## config.mk

```make
export PLATFORM = sky130hd
export DESIGN_NAME = group_add_acc
export DESIGN_NICKNAME = d
export VERILOG_FILES = /design/src/rtl/group_add_pkg.sv /design/src/rtl/group_add_level.sv /design/src/rtl/group_add_acc.sv
export SDC_FILE = /design/constraint.sdc
export NUM_CORES = 1
export LEC_CHECK = 0
export CORE_ASPECT_RATIO = 1.4
export CORE_MARGIN = 2
export CORE_UTILIZATION = 35
export CTS_CLUSTER_SIZE = 16
export DETAILED_ROUTE_END_ITERATION = 6
export PLACE_DENSITY = 0.64
export SETUP_SLACK_MARGIN = 0.4
export SLEW_MARGIN = 20
export SYNTH_ARGS = -nofsm -noshare
export SYNTH_HDL_FRONTEND = slang
export SYNTH_SLANG_ARGS = --single-unit
export TNS_END_PERCENT = 20
```

## constraint.sdc

```tcl
create_clock -name clk -period 4.6 [get_ports clk]
set_clock_uncertainty 0.05 [all_clocks]
set_input_delay 0.69 -clock clk [delete_from_list [all_inputs] [get_ports clk]]
set_output_delay 0.69 -clock clk [all_outputs]
set_load 0.05 [all_outputs]
```

## src/rtl/group_add_pkg.sv

```systemverilog
// Shared sizing helpers and the output narrowing function for group_add_acc.
// Define GROUP_ADD_SAT_EN to make fit() saturate instead of wrap.
package group_add_pkg;

  // Widest intermediate sum fit() can take; sums are sign-extended up to this width.
  localparam int MAX_W = 64;

  function automatic int tree_levels(input int n);
    return (n <= 1) ? 0 : $clog2(n);
  endfunction

  function automatic int sum_width(input int num_w, input int group_nb, input int acc_nb);
    return num_w + tree_levels(group_nb) + ((acc_nb <= 1) ? 0 : $clog2(acc_nb));
  endfunction

  function automatic int lanes_at(input int n, input int lvl);
    int r;
    r = n;
    for (int i = 0; i < lvl; i++) r = (r + 1) / 2;
    return r;
  endfunction

  // Result is sign-extended to MAX_W; the caller keeps the low num_w bits.
  function automatic logic signed [MAX_W-1:0] fit(input logic signed [MAX_W-1:0] v,
                                                  input int num_w);
`ifdef GROUP_ADD_SAT_EN
    logic signed [MAX_W-1:0] one;
    logic signed [MAX_W-1:0] hi;
    logic signed [MAX_W-1:0] lo;
    one = 1;
    hi  = (one <<< (num_w - 1)) - one;
    lo  = -hi - one;
    if (v > hi) return hi;
    else if (v < lo) return lo;
    else return v;
`else
    return (v <<< (MAX_W - num_w)) >>> (MAX_W - num_w);
`endif
  endfunction

endpackage

```

## src/rtl/group_add_level.sv

```systemverilog
// One registered adder-tree level: pairs lanes and adds them, an odd lane passes through.
module group_add_level
  import group_add_pkg::*;
#(
  parameter int IN_NB = 4,
  parameter int IN_W  = 16
) (
  input  logic                                     clk,
  input  logic                                     rst,
  input  logic                                     en,
  input  logic [IN_NB*IN_W-1:0]                    in_data,
  input  logic                                     in_valid,
  output logic [lanes_at(IN_NB, 1)*(IN_W+1)-1:0]   out_data,
  output logic                                     out_valid
);

  localparam int OUT_NB = lanes_at(IN_NB, 1);

  logic [OUT_NB*(IN_W+1)-1:0] sum_next;

  for (genvar j = 0; j < OUT_NB; j++) begin : g_lane
    logic signed [IN_W-1:0] a;
    assign a = in_data[2*j*IN_W +: IN_W];
    if (2*j + 1 < IN_NB) begin : g_pair
      logic signed [IN_W-1:0] b;
      assign b = in_data[(2*j+1)*IN_W +: IN_W];
      assign sum_next[j*(IN_W+1) +: IN_W+1] = (IN_W+1)'(a) + (IN_W+1)'(b);
    end else begin : g_pass
      assign sum_next[j*(IN_W+1) +: IN_W+1] = (IN_W+1)'(a);
    end
  end

  always_ff @(posedge clk or posedge rst) begin
    if (rst) begin
      out_data  <= '0;
      out_valid <= 1'b0;
    end else if (en) begin
      out_data  <= sum_next;
      out_valid <= in_valid;
    end
  end

endmodule

```

## src/rtl/group_add_acc.sv

```systemverilog
// Pipelined adder tree over GROUP_NB lanes with optional accumulation of ACC_NB beats.
// Define GROUP_ADD_SAT_EN for a saturating output; otherwise the result wraps.
module group_add_acc
  import group_add_pkg::*;
#(
  parameter int GROUP_NB  = 4,
  parameter int NUM_WIDTH = 16,
  parameter int ACC_NB    = 1
) (
  input  logic                          clk,
  input  logic                          rst,
  input  logic [NUM_WIDTH*GROUP_NB-1:0] up_data,
  input  logic                          up_valid,
  output logic                          up_ready,
  output logic [NUM_WIDTH-1:0]          dn_data,
  output logic                          dn_valid,
  input  logic                          dn_ready
);

  localparam int LVL    = tree_levels(GROUP_NB);
  localparam int TREE_W = NUM_WIDTH + LVL;
  localparam int SUM_W  = sum_width(NUM_WIDTH, GROUP_NB, ACC_NB);
  localparam int CNT_W  = (ACC_NB > 1) ? $clog2(ACC_NB) : 1;

  logic                     en;
  logic signed [TREE_W-1:0] tree_sum;
  logic                     tree_valid;
  logic signed [SUM_W-1:0]  acc_next;
  logic                     group_done;

  // A single stall signal freezes every stage while the output is held.
  assign en       = !dn_valid || dn_ready;
  assign up_ready = en;

  if (LVL == 0) begin : g_no_tree
    assign tree_sum   = up_data;
    assign tree_valid = up_valid;
  end else begin : g_tree
    for (genvar k = 0; k < LVL; k++) begin : g_stage
      localparam int IN_NB  = lanes_at(GROUP_NB, k);
      localparam int IN_W   = NUM_WIDTH + k;
      localparam int OUT_NB = lanes_at(GROUP_NB, k + 1);

      logic [IN_NB*IN_W-1:0]      lvl_in;
      logic                       lvl_in_valid;
      logic [OUT_NB*(IN_W+1)-1:0] lvl_out;
      logic                       lvl_out_valid;

      if (k == 0) begin : g_head
        assign lvl_in       = up_data;
        assign lvl_in_valid = up_valid;
      end else begin : g_link
        assign lvl_in       = g_stage[k-1].lvl_out;
        assign lvl_in_valid = g_stage[k-1].lvl_out_valid;
      end

      group_add_level #(
        .IN_NB (IN_NB),
        .IN_W  (IN_W)
      ) u_level (
        .clk       (clk),
        .rst       (rst),
        .en        (en),
        .in_data   (lvl_in),
        .in_valid  (lvl_in_valid),
        .out_data  (lvl_out),
        .out_valid (lvl_out_valid)
      );
    end
    assign tree_sum   = g_stage[LVL-1].lvl_out;
    assign tree_valid = g_stage[LVL-1].lvl_out_valid;
  end

  if (ACC_NB > 1) begin : g_acc
    logic signed [SUM_W-1:0] acc;
    logic [CNT_W-1:0]        cnt;

    // cnt==0 marks the first beat of a group, so a stale acc is never folded in.
    assign acc_next   = ((cnt == '0) ? '0 : acc) + SUM_W'(tree_sum);
    assign group_done = tree_valid && (cnt == CNT_W'(ACC_NB - 1));

    always_ff @(posedge clk or posedge rst) begin
      if (rst) begin
        acc <= '0;
        cnt <= '0;
      end else if (en && tree_valid) begin
        if (cnt == CNT_W'(ACC_NB - 1)) begin
          cnt <= '0;
        end else begin
          acc <= acc_next;
          cnt <= cnt + 1'b1;
        end
      end
    end
  end else begin : g_no_acc
    assign acc_next   = SUM_W'(tree_sum);
    assign group_done = tree_valid;
  end

  always_ff @(posedge clk or posedge rst) begin
    if (rst) begin
      dn_valid <= 1'b0;
      dn_data  <= '0;
    end else if (en) begin
      dn_valid <= group_done;
      if (group_done) dn_data <= NUM_WIDTH'(fit(MAX_W'(acc_next), NUM_WIDTH));
    end
  end

endmodule
```

# After elaboration in Yosys (flattened, before gate mapping)
# Cells that the tools add are included.
# Widths: inputs -> output; s select.
# totals
register_bits	68
latchBits	0
mem_bits_rw	0
rom_bits	0
in_bits	68
output_inout_bits	18
word_cells	12
memories	0
# classes
add_sub_neg	3
n_mul	0
div_mod_pow	0
magnitude_cmp	0
eq_ne	0
shifts	0
muxes	0
n_bitwise	0
reduce_logical	3
# op_table
operator	count
$add 16x16->16	2
$add 16x16->17	1
$reduce_and 2->1	1
$logic_not 1->1	1
$logic_or 1x1->1	1

# Logic depth before layout (Yosys ltp)
# Gate-level depths: netlist of run 1.
# logic_depth
ltp_word	3
mapped_depth	9
ltp_nobuf	9

# Hierarchy
# Synthesis of run 1 repeated with hierarchy kept, for this count alone.
# hier_totals
cells_unflattened	498
hier_area_um2	5116.2
# modules_own_cells
mod	n_inst	cells_per_inst	area_per_inst_um2	seq_area_each_um2
group_add_level at g_tree.g_stage[0].u_level	1	300	2860.2	875.8
group_add_level at g_tree.g_stage[1].u_level	1	160	1556.5	475.5
group_add_acc	1	38	699.4	425.4

# Least setup slack after synthesis of run 1
# OpenSTA, ideal clock, no wires.
# synth_timing
path_kind	input to register
from	input port up_data[0]
to	register g_tree.g_stage[0].u_level.out_data[12]
setup_ns	0.164
arrival_time_ns	2.335
required_time_ns	4.386
setup_slack_ns	2.051
stages	9
n_path_buf	0
path_cell_list	ha_1 -> fa_1 -> a21o_1 -> a21oi_1 -> o21ai_1 -> a31oi_1 -> o21ai_1 -> xnor2_1 -> a21oi_1
# synth_via
elab_chain_len	1
# synth_rtl
item	line	rtl
from (decl)	group_add_acc.sv:12	input logic [NUM_WIDTH*GROUP_NB-1:0] up_data,
$add 16x16->17	group_add_level.sv:27	assign sum_next[j*(IN_W+1) +: IN_W+1] = (IN_W+1)'(a) + (IN_W+1)'(b);
to (signal assigned)	group_add_level.sv:38	out_data <= sum_next;
to (decl)	group_add_level.sv:13	output logic [lanes_at(IN_NB, 1)*(IN_W+1)-1:0] out_data,
# Every way passes these cells.
# A chain may end at the register's enable or synchronous reset.

# Worst setup path after layout of run 1
# Ends and elaborated chain as after synthesis.

==> results.yml, run 1 <==
timing:
  tns_ns: 0
  hold_viol: 0
  max_clock_freq_mhz: 348
  setup_viol: 0
  fin_crit_ns: 2.87
  fin_crit_sh_pct: 62.5
  slew_headroom_pct: 54.6
  worstMarginPinSlew_ns: 0.681
  final_max_slew_viol_count: 0
  rsz0062_at_grt: "false"
  hold_slack_ns: 0.415
route:
  drc: 0
  ant_nets: 0
  avgViaCountPerCell: 5.21
  first_pass_iters: 4
  wire_per_inst_microns: 14.0
  vias: 3711
  drt_iter0_markers: 103
  drt_wl_total_microns: 9970
pwr:
  power_density_nw_per_um2: 590
  swShare_pct: 39.4
  power_switching_w: 0.00135
  seqPwrFrac_pct: 28.9
  vdd_drop_max_v: 0.000226
  cellLeakagePower_nw: 2.58
  pwr-share-comb_pct: 51.0
  p_total_w: 0.00342
  intPower_w: 0.00207
  clockPowerShare_pct: 20.1
critical_path:
  cp.arrival_ns: 3.01
  path_class: "in2reg"
  crit_fanout: 3
  start_kind: "input pin"
  critical_path_required_ns: 4.74
  ff2ff_path_depth: 9
  end_kind: "flop"
  r2r_slack_ns: 2.08
  r2r_end: "g_tree.g_stage[1].u_level.out_data[10]$_DFFE_PP0N_"
  startpoint: "up_data[0]"
  rr_startpoint: "g_tree.g_stage[0].u_level.out_data[0]$_DFFE_PP0N_"
yosys:
  synthCells: 470
  yosysWarnings: 0
  synth_top_area_share_pct: 37.6
  synth_seq_cells: 67
  synth_area_sq_um: 4460
  synth_area_leader_cell: "dfrtp_1"
  synth-edff-count: 0
  synth_cell_type_count: 57
  yosys_most_used_dff: "dfrtp_1"
  yosysSeqAreaShare_pct: 37.6
  async_flop_share_pct: 100
  synthTopCellsByArea: "dfrtp_1 (38%), ha_1 (13%), nand2_1 (4.9%), a21oi_1 (4.6%), mux2_2 (4.0%)"
  syn_nets: 586
  avgSynthCellArea_sq_um: 9.49
floorplanning:
  ios: 86
  die_h_microns: 138
  dieArea_sq_um: 13700
  die_w_microns: 99.4
  start_util_pct: 36.1
  core_sq_um: 12400
  rows: 48
finish:
  nets: 673
  layout_common_cells: "clkdlybuf4s50_1 (85), dfrtp_1 (67), nand2_1 (58)"
  final_common_cell: "clkdlybuf4s50_1"
  drive_gt1_share_pct: 8.36
  fin_cells: 712
  antenna_cells: 0
  area_delta_synth_final_pct: 29.7
  final_area_sq_um: 5790
clock_tree:
  cts_setup_buffers: 0
  cts_tree: "built"
  cts_hold_buf: 0
  cts_sinks: 67
  max-clock-path-buffers: 2
  ctsResizeCount: 0
  cts_buffers: 9
  htreeDepth: 3
  clk_latency_ns: 0.32
  clk_pin_slew_ns: 0.05
  cts-root-buf: "clkbuf_16"
run:
  drv_cap: 0
placement:
  placed_cells: 696
  dpl-instance-area_sq_um: 5480
  dp.final_hpwl_microns: 7800
  globalplace.congestion: 0.869
  port_buffers: 85
global_route:
  grt_pass1_wl_microns: 16400
  met1_usage_pct: 16.5
  first_global_vias: 3608
  grt_max_degree: 60
  overflow: 0
  grt_util_all_layers_pct: 14.9
  grt_use_met3_pct: 2.89
  antenna_found_initial: 0
  grt-busiest-layer: "met2"
  grt_use_met2_pct: 27.7
outcome:
  outcome: "complete, no violations"
min_path:
  whs_endpoint: "g_tree.g_stage[1].u_level.out_data[0]$_DFFE_PP0N_"
  min_path_type: "reg2reg"
  min_path_cells: 2
  min_from: "g_tree.g_stage[1].u_level.out_data[0]$_DFFE_PP0N_"
## per-stage QoR
stage | setup WS [ns] | utilization (%)
2_1_floorplan | 2.05 | -
3_3_place_gp | 1.46 | 44.3
3_5_place_dp | 1.42 | 44.3
4_1_cts | 1.72 | 46.8
5_1_grt | 1.60 | 46.8
6_report | 1.73 | 46.8
## power by group through the flow
stage          Combinational (W)  Clock [W]  Sequential [W]
6_report                 0.00174   0.000687        0.000988
5_1_grt                  0.00190   0.000728         0.00103
4_1_cts                  0.00175   0.000701        0.000994
3_5_place_dp             0.00174          0         0.00100
3_3_place_gp             0.00171          0        0.000994
2_1_floorplan            0.00105          0         0.00123
## Yosys cell counts (all sizes together) (3+ instances only)
master,n
ha,45
and2,4
xnor2,19
mux2,16
buf,3
nor2,27
nor2b,4
o211ai,5
nand2b,3
nand3,10
inv,7
a211oi,10
fa,3
o21a,4
xor2,17
a21oi,42
o21ai,40
nand2,58
o21bai,5
a21o,23
clkbuf,9
and3,6
nor3,7
dfrtp,67
o31ai,3
a31oi,5
## flip-flops by register name, summed over array words and instances (netlist names)
| name | flops |
|---|---|
| dn_data | 16 |
| g_tree.g_stage.u_level.out_data | 48 |
| g_tree.g_stage.u_level.out_valid | 2 |
| dn_valid | 1 |
## cells by family (layout without fill, tap and decap cells)
logic type      Yosys count  after routing  share of synthesized area (%)
compound gates          146            146                           20.8
simple gates            136            136                           14.5
flops                    67             67                           37.6
fa+ha+maj                48             48                           14.0
xor+xnor                 36             36                           7.07
buf+inv                  20            112                           1.79
mux                      17             17                           4.26
## final cells by class
type / count / area (sq um)
Fill cell: 1179 / 6580
Timing Repair Buffer: 88 / 873
Multi-Input combinational cell: 383 / 2710
Clock inverter: 1 / 30.0
Inverter: 8 / 30.0
Tap cell: 150 / 188
Sequential cell: 67 / 1680
Clock buffer: 15 / 278
## how the worst max path moves through the flow
stage | end | slack [ns] | depth (start not counted)
3_5_place_dp | g_tree.g_stage[0].u_level.out_data[12]$_DFFE_PP0N_ | 1.42 | 10
4_1_cts | up_ready | 1.72 | 4
6_report | g_tree.g_stage[0].u_level.out_data[12]$_DFFE_PP0N_ | 1.73 | 10
2_1_floorplan | g_tree.g_stage[0].u_level.out_data[12]$_DFFE_PP0N_ | 2.05 | 9
3_3_place_gp | g_tree.g_stage[0].u_level.out_data[12]$_DFFE_PP0N_ | 1.46 | 10
5_1_grt | g_tree.g_stage[0].u_level.out_data[12]$_DFFE_PP0N_ | 1.60 | 10
## worst max-delay path, cell delays in order
cell and delay [ns]:
clkdlybuf4s50_1 0.42, ha_1 0.25, fa_1 0.41, a21o_1 0.19, a21oi_1 0.28, o21ai_1 0.17, a31oi_1 0.25, o21ai_1 0.13
xnor2_1 0.14, a21oi_1 0.08
## per-layer routing
layer  vias to the layer above  routed length, microns
met5                         -                       0
met4                         0                     172
met3                        16                     373
met2                        81                    5170
met1                      1725                    4250
li1                       1889                       -
No activity file was read; power rests on OpenSTA's default activity.
==> inputs of run 2 (changes only) <==
Settings changed: PLACE_DENSITY 0.64 to 0.66.
Clock period 4.6 ns to 2.45 ns, I/O delays scaled along.
==> results.yml, run 2 (synthesis gave the netlist of run 1 again) <==
placement:
  dpl-instance-area_sq_um: 5730
  port_buffers: 85
  globalplace.congestion: 0.854
  placed_cells: 721
  dp.final_hpwl_microns: 7920
finish:
  area_delta_synth_final_pct: 40.4
  multi_input_area_sq_um: 2920
  fin_util_pct: 50.6
  layout_common_cells: "clkdlybuf4s50_1 (69), dfrtp_1 (67), nand2_1 (56)"
  ff_latch_area_sq_um: 1680
  final_common_cell: "clkdlybuf4s50_1"
  fin_cells: 747
  final_area_sq_um: 6260
  nets: 708
  largest_reg_flops: 48
  drive_gt1_share_pct: 20.1
  reg_top3: "g_tree.g_stage.u_level.out_data (48), dn_data (16), g_tree.g_stage.u_level.out_valid (2)"
  antenna_cells: 0
  regMostFlops: "g_tree.g_stage.u_level.out_data"
  nFillCells: 1134
floorplanning:
  die_h_microns: 138
  rows: 48
  die_w_microns: 99.4
  ios: 86
  core_sq_um: 12400
  start_util_pct: 36.1
  dieArea_sq_um: 13700
critical_path:
  r2r_slack_ns: 0.18
  critical_path_required_ns: 2.64
  cpPeakStageDelay_ns: 0.41
  cpMaxStageDelayCell: "dfrtp_1"
  ff2ff_path_depth: 9
  end_kind: "flop"
  path_class: "reg2reg"
  crit_path_end: "g_tree.g_stage[1].u_level.out_data[10]$_DFFE_PP0N_"
  start_kind: "flop"
  cp.depth: 9
  crit_fanout: 3
  r2r_end: "g_tree.g_stage[1].u_level.out_data[10]$_DFFE_PP0N_"
  cp.arrival_ns: 2.46
  rr_startpoint: "g_tree.g_stage[0].u_level.out_data[17]$_DFFE_PP0N_"
  startpoint: "g_tree.g_stage[0].u_level.out_data[17]$_DFFE_PP0N_"
  critical_path_buf_inv_count: 0
  path_delay_family: "compound AO/OA/AOI/OAI gates"
  path_cells: "ha_4 > fa_2 > a21o_1 > a21oi_2 > o21ai_2 > and2_4 > o211a_1 > o21a_1 > o31ai_2"
global_route:
  grt_util_all_layers_pct: 15.7
  grt_use_met3_pct: 2.23
  grt_use_met2_pct: 27.6
  grt_max_degree: 68
  first_global_vias: 3863
  overflow: 0
  antenna_found_initial: 0
  grt_pass1_wl_microns: 17300
  met1_usage_pct: 17.9
  grt-busiest-layer: "met2"
timing:
  slew_headroom_pct: 66.1
  rsz0062_at_grt: "true"
  hold_slack_ns: 0.406
  hold_viol: 0
  final_max_slew_viol_count: 0
  fin_crit_sh_pct: 92.6
  max_clock_freq_mhz: 441
  fin_crit_ns: 2.27
  setup_viol: 0
  worstMarginPinSlew_ns: 0.507
route:
  first_pass_iters: 4
  drt_iter0_markers: 131
  avgViaCountPerCell: 5.12
  ant_nets: 0
  wire_per_inst_microns: 14.1
  drt_wl_total_microns: 10500
  drc: 0
  vias: 3822
pwr:
  power_density_nw_per_um2: 1050
  vdd_drop_max_v: 0.000391
  cellLeakagePower_nw: 2.82
clock_tree:
  clk_pin_slew_ns: 0.05
  cts-root-buf: "clkbuf_16"
  clk_latency_ns: 0.32
  htreeDepth: 3
  max-clock-path-buffers: 2
  cts_buffers: 9
  cts_sinks: 67
  cts_tree: "built"
  cts_hold_buf: 0
min_path:
  min_path_type: "reg2reg"
outcome:
  outcome: "complete, no violations"
run:
  drv_cap: 0
==> run 2: worst min path at each step <==
stage	start	end	cells after the start
final	g_tree.g_stage[1].u_level.out_data[0]$_DFFE_PP0N_	g_tree.g_stage[1].u_level.out_data[0]$_DFFE_PP0N_	2
after global routing	g_tree.g_stage[0].u_level.out_data[20]$_DFFE_PP0N_	g_tree.g_stage[0].u_level.out_data[20]$_DFFE_PP0N_	2
after CTS	g_tree.g_stage[1].u_level.out_data[0]$_DFFE_PP0N_	g_tree.g_stage[1].u_level.out_data[0]$_DFFE_PP0N_	2
after detailed placement	g_tree.g_stage[1].u_level.out_data[0]$_DFFE_PP0N_	g_tree.g_stage[1].u_level.out_data[0]$_DFFE_PP0N_	2
after global placement	g_tree.g_stage[1].u_level.out_data[0]$_DFFE_PP0N_	g_tree.g_stage[1].u_level.out_data[0]$_DFFE_PP0N_	2
after floorplan	g_tree.g_stage[1].u_level.out_data[0]$_DFFE_PP0N_	g_tree.g_stage[1].u_level.out_data[0]$_DFFE_PP0N_	2
==> run 2: routing by layer <==
layer	part of all wire (%)	vias up	routed length [microns]
met5	0	-	0
met4	3.3	0	352
met3	3.7	30	387
met2	50	101	5290
met1	43	1743	4490
li1	-	1948	-
==> run 2: through the flow <==
stage	total power (W)	TNS, ns	setup WS (ns)
6_report	0.00658	0	0.182
5_1_grt	0.00707	0	0.0986
4_1_cts	0.00654	0	0.214
3_5_place_dp	0.00525	-1.91	-0.249
3_3_place_gp	0.00515	-1.33	-0.183
2_1_floorplan	0.00429	0	0.245
==> run 2: worst min-delay path, cell delays in order, from the launching register on <==
cell,delay (ns)
dfrtp_1,0.33
nand2_1,0.05
nand2_1,0.04
==> run 2: repair_timing <==
| action | 4_1_cts | 5_1_grt |
|---|---|---|
| cloned | 0 | 0 |
| pin swaps | 27 | 17 |
| resized for setup | 27 | 27 |
| setup endpoints to repair | 29 | 29 |
| setup buffers | 9 | 1 |
==> run 2: power by group <==
group	total, W	switching, W	leakage (nW)	internal [W]
sequential	0.00186	0.000264	0.784	0.00159
clock	0.00116	0.000427	0.137	0.000736
combinational	0.00356	0.00195	1.90	0.00161
==> run 2: final cells by class <==
class                   count  share of cell area [%]
inverters                   8                   0.539
well taps                 150                    3.00
clock inverters             2                   0.160
flip-flops and latches     67                    26.8
repair buffers            123                    18.6
clock buffers              14                    4.22
multi-input cells         383                    46.7
==> inputs of run 3 (changes only) <==
Settings changed: CORE_MARGIN 2 to not set.
==> results.yml, run 3 (synthesis gave the netlist of run 1 again) <==
route:
  vias: 3943
  drt_iter0_markers: 131
  avgViaCountPerCell: 5.24
  drc: 0
  first_pass_iters: 4
  drt_wl_total_microns: 10600
  wire_per_inst_microns: 14.1
  ant_nets: 0
pwr:
  swShare_pct: 39.8
  power_switching_w: 0.00275
  clockPowerShare_pct: 15.7
  power_density_nw_per_um2: 1080
  pwr-share-comb_pct: 56.7
  p_total_w: 0.00689
  cellLeakagePower_nw: 2.86
  vdd_drop_max_v: 0.000473
  seqPwrFrac_pct: 27.6
  intPower_w: 0.00415
min_path:
  min_path_type: "reg2reg"
timing:
  setup_viol: 0
  fin_crit_sh_pct: 93.2
  max_clock_freq_mhz: 438
  fin_crit_ns: 2.28
  slew_headroom_pct: 65.9
  hold_viol: 0
  worstMarginPinSlew_ns: 0.510
  rsz0062_at_grt: "true"
  final_max_slew_viol_count: 0
critical_path:
  cpPeakStageDelay_ns: 0.40
  path_class: "reg2reg"
  critical_path_required_ns: 2.63
  critical_path_buf_inv_count: 0
  start_kind: "flop"
  cpMaxStageDelayCell: "dfrtp_1"
  path_cells: "ha_2 > fa_2 > a21o_1 > a21oi_2 > o21ai_2 > and2_4 > o211a_1 > o21a_1 > o31ai_2"
  crit_fanout: 3
  path_delay_family: "compound AO/OA/AOI/OAI gates"
  end_kind: "flop"
  cp.arrival_ns: 2.46
global_route:
  overflow: 0
  grt_max_degree: 68
  antenna_found_initial: 0
  grt_pass1_wl_microns: 17000
  first_global_vias: 3836
  grt_util_all_layers_pct: 15.7
clock_tree:
  cts-root-buf: "clkbuf_16"
  cts_sinks: 67
  clk_latency_ns: 0.32
  htreeDepth: 3
  max-clock-path-buffers: 2
  cts_tree: "built"
  cts_buffers: 9
  cts_hold_buf: 0
  clk_pin_slew_ns: 0.05
outcome:
  outcome: "complete, no violations"
finish:
  area_delta_synth_final_pct: 43.2
  drive_gt1_share_pct: 21.4
  regMostFlops: "g_tree.g_stage.u_level.out_data"
  fin_cells: 753
  nFillCells: 1106
  reg_top3: "g_tree.g_stage.u_level.out_data (48), dn_data (16), g_tree.g_stage.u_level.out_valid (2)"
  nets: 719
  layout_common_cells: "clkdlybuf4s50_1 (70), dfrtp_1 (67), nand2_1 (57)"
  final_common_cell: "clkdlybuf4s50_1"
  antenna_cells: 0
  largest_reg_flops: 48
floorplanning:
  ios: 86
  die_w_microns: 97.4
  dieArea_sq_um: 13200
  start_util_pct: 36.1
  die_h_microns: 136
  rows: 48
  core_sq_um: 12400
placement:
  dp.final_hpwl_microns: 7730
  globalplace.congestion: 0.875
  port_buffers: 85
  placed_cells: 720
run:
  drv_cap: 0
[run 3: changes by cell type in the layout (fill, tap and decap cells not counted), sizes merged]
cell,delta
buf,+11
clkbuf,-4
clkdlybuf4s50,+1
clkinv,-1
dlymetal6s2s,-1
[run 3: layout make-up]
cell class / instances / area (sq um) / area share, %
clock inverter: 1 / 5.00 / 0.0783
clock buffer: 10 / 239 / 3.74
tap: 150 / 188 / 2.94
timing repair buffer: 134 / 1250 / 19.6
multi-input combinational: 383 / 2990 / 46.9
inverter: 8 / 33.8 / 0.529
sequential: 67 / 1680 / 26.2
[run 3: power by group through the flow]
stage / Clock (W) / Sequential [W] / Combinational, W
3_5_place_dp: 0 / 0.00188 / 0.00335
3_3_place_gp: 0 / 0.00187 / 0.00328
6_report: 0.00108 / 0.00190 / 0.00391
2_1_floorplan: 0 / 0.00230 / 0.00199
5_1_grt: 0.00116 / 0.00197 / 0.00425
4_1_cts: 0.00111 / 0.00187 / 0.00342
[run 3: worst paths after layout]
check                                                                        from                                                 end  slack (ns)  cells after the start
max in group asynchronous                                                     rst                              dn_data[7]$_DFFE_PP0P_        1.61                      3
min in group asynchronous                                                     rst                              dn_data[3]$_DFFE_PP0P_        0.42                      3
worst min-delay path            g_tree.g_stage[1].u_level.out_data[0]$_DFFE_PP0N_   g_tree.g_stage[1].u_level.out_data[0]$_DFFE_PP0N_        0.41                      2
worst max register to register  g_tree.g_stage[0].u_level.out_data[0]$_DFFE_PP0N_  g_tree.g_stage[1].u_level.out_data[10]$_DFFE_PP0N_        0.17                      9
worst min register to register  g_tree.g_stage[1].u_level.out_data[0]$_DFFE_PP0N_   g_tree.g_stage[1].u_level.out_data[0]$_DFFE_PP0N_        0.41                      2
worst max-delay path            g_tree.g_stage[0].u_level.out_data[0]$_DFFE_PP0N_  g_tree.g_stage[1].u_level.out_data[10]$_DFFE_PP0N_        0.17                      9
[run 3: metal layers]
metal  up-vias  GRT usage [%]  part of all wire [%]
li1       1976              -                     -
met1      1844           18.1                    41
met2        94           28.6                    52
met3        29           2.01                   3.1
met4         0           7.43                   3.1
met5         -              0                     0
[run 3: what timing repair did]
action	4_1_cts	5_1_grt
pin swaps	28	31
hold endpoints to repair	0	0
setup endpoints to repair	29	28
resized for setup	21	39
setup buffers	6	16
[run 3: worst reg2reg max path, stage by stage (launching register included)]
cell,delay [ns]
dfrtp_1,0.40
ha_2,0.21
fa_2,0.35
a21o_1,0.20
a21oi_2,0.16
o21ai_2,0.08
and2_4,0.16
o211a_1,0.22
o21a_1,0.19
o31ai_2,0.18
[run 3: stage by stage]
step | utilization, % | setup TNS (ns) | setup WS, ns | hold slack, ns | area [sq um]
6_report | 51.6 | 0 | 0.165 | 0.412 | 6390
3_5_place_dp | 46.2 | -2.17 | -0.271 | 0.402 | 5720
4_1_cts | 48.9 | 0 | 0.204 | 0.413 | 6050
3_3_place_gp | 46.2 | -1.33 | -0.187 | 0.396 | 5720
2_1_floorplan | - | 0 | 0.245 | 0.385 | 4500
5_1_grt | 51.6 | 0 | 0.0685 | 0.444 | 6390
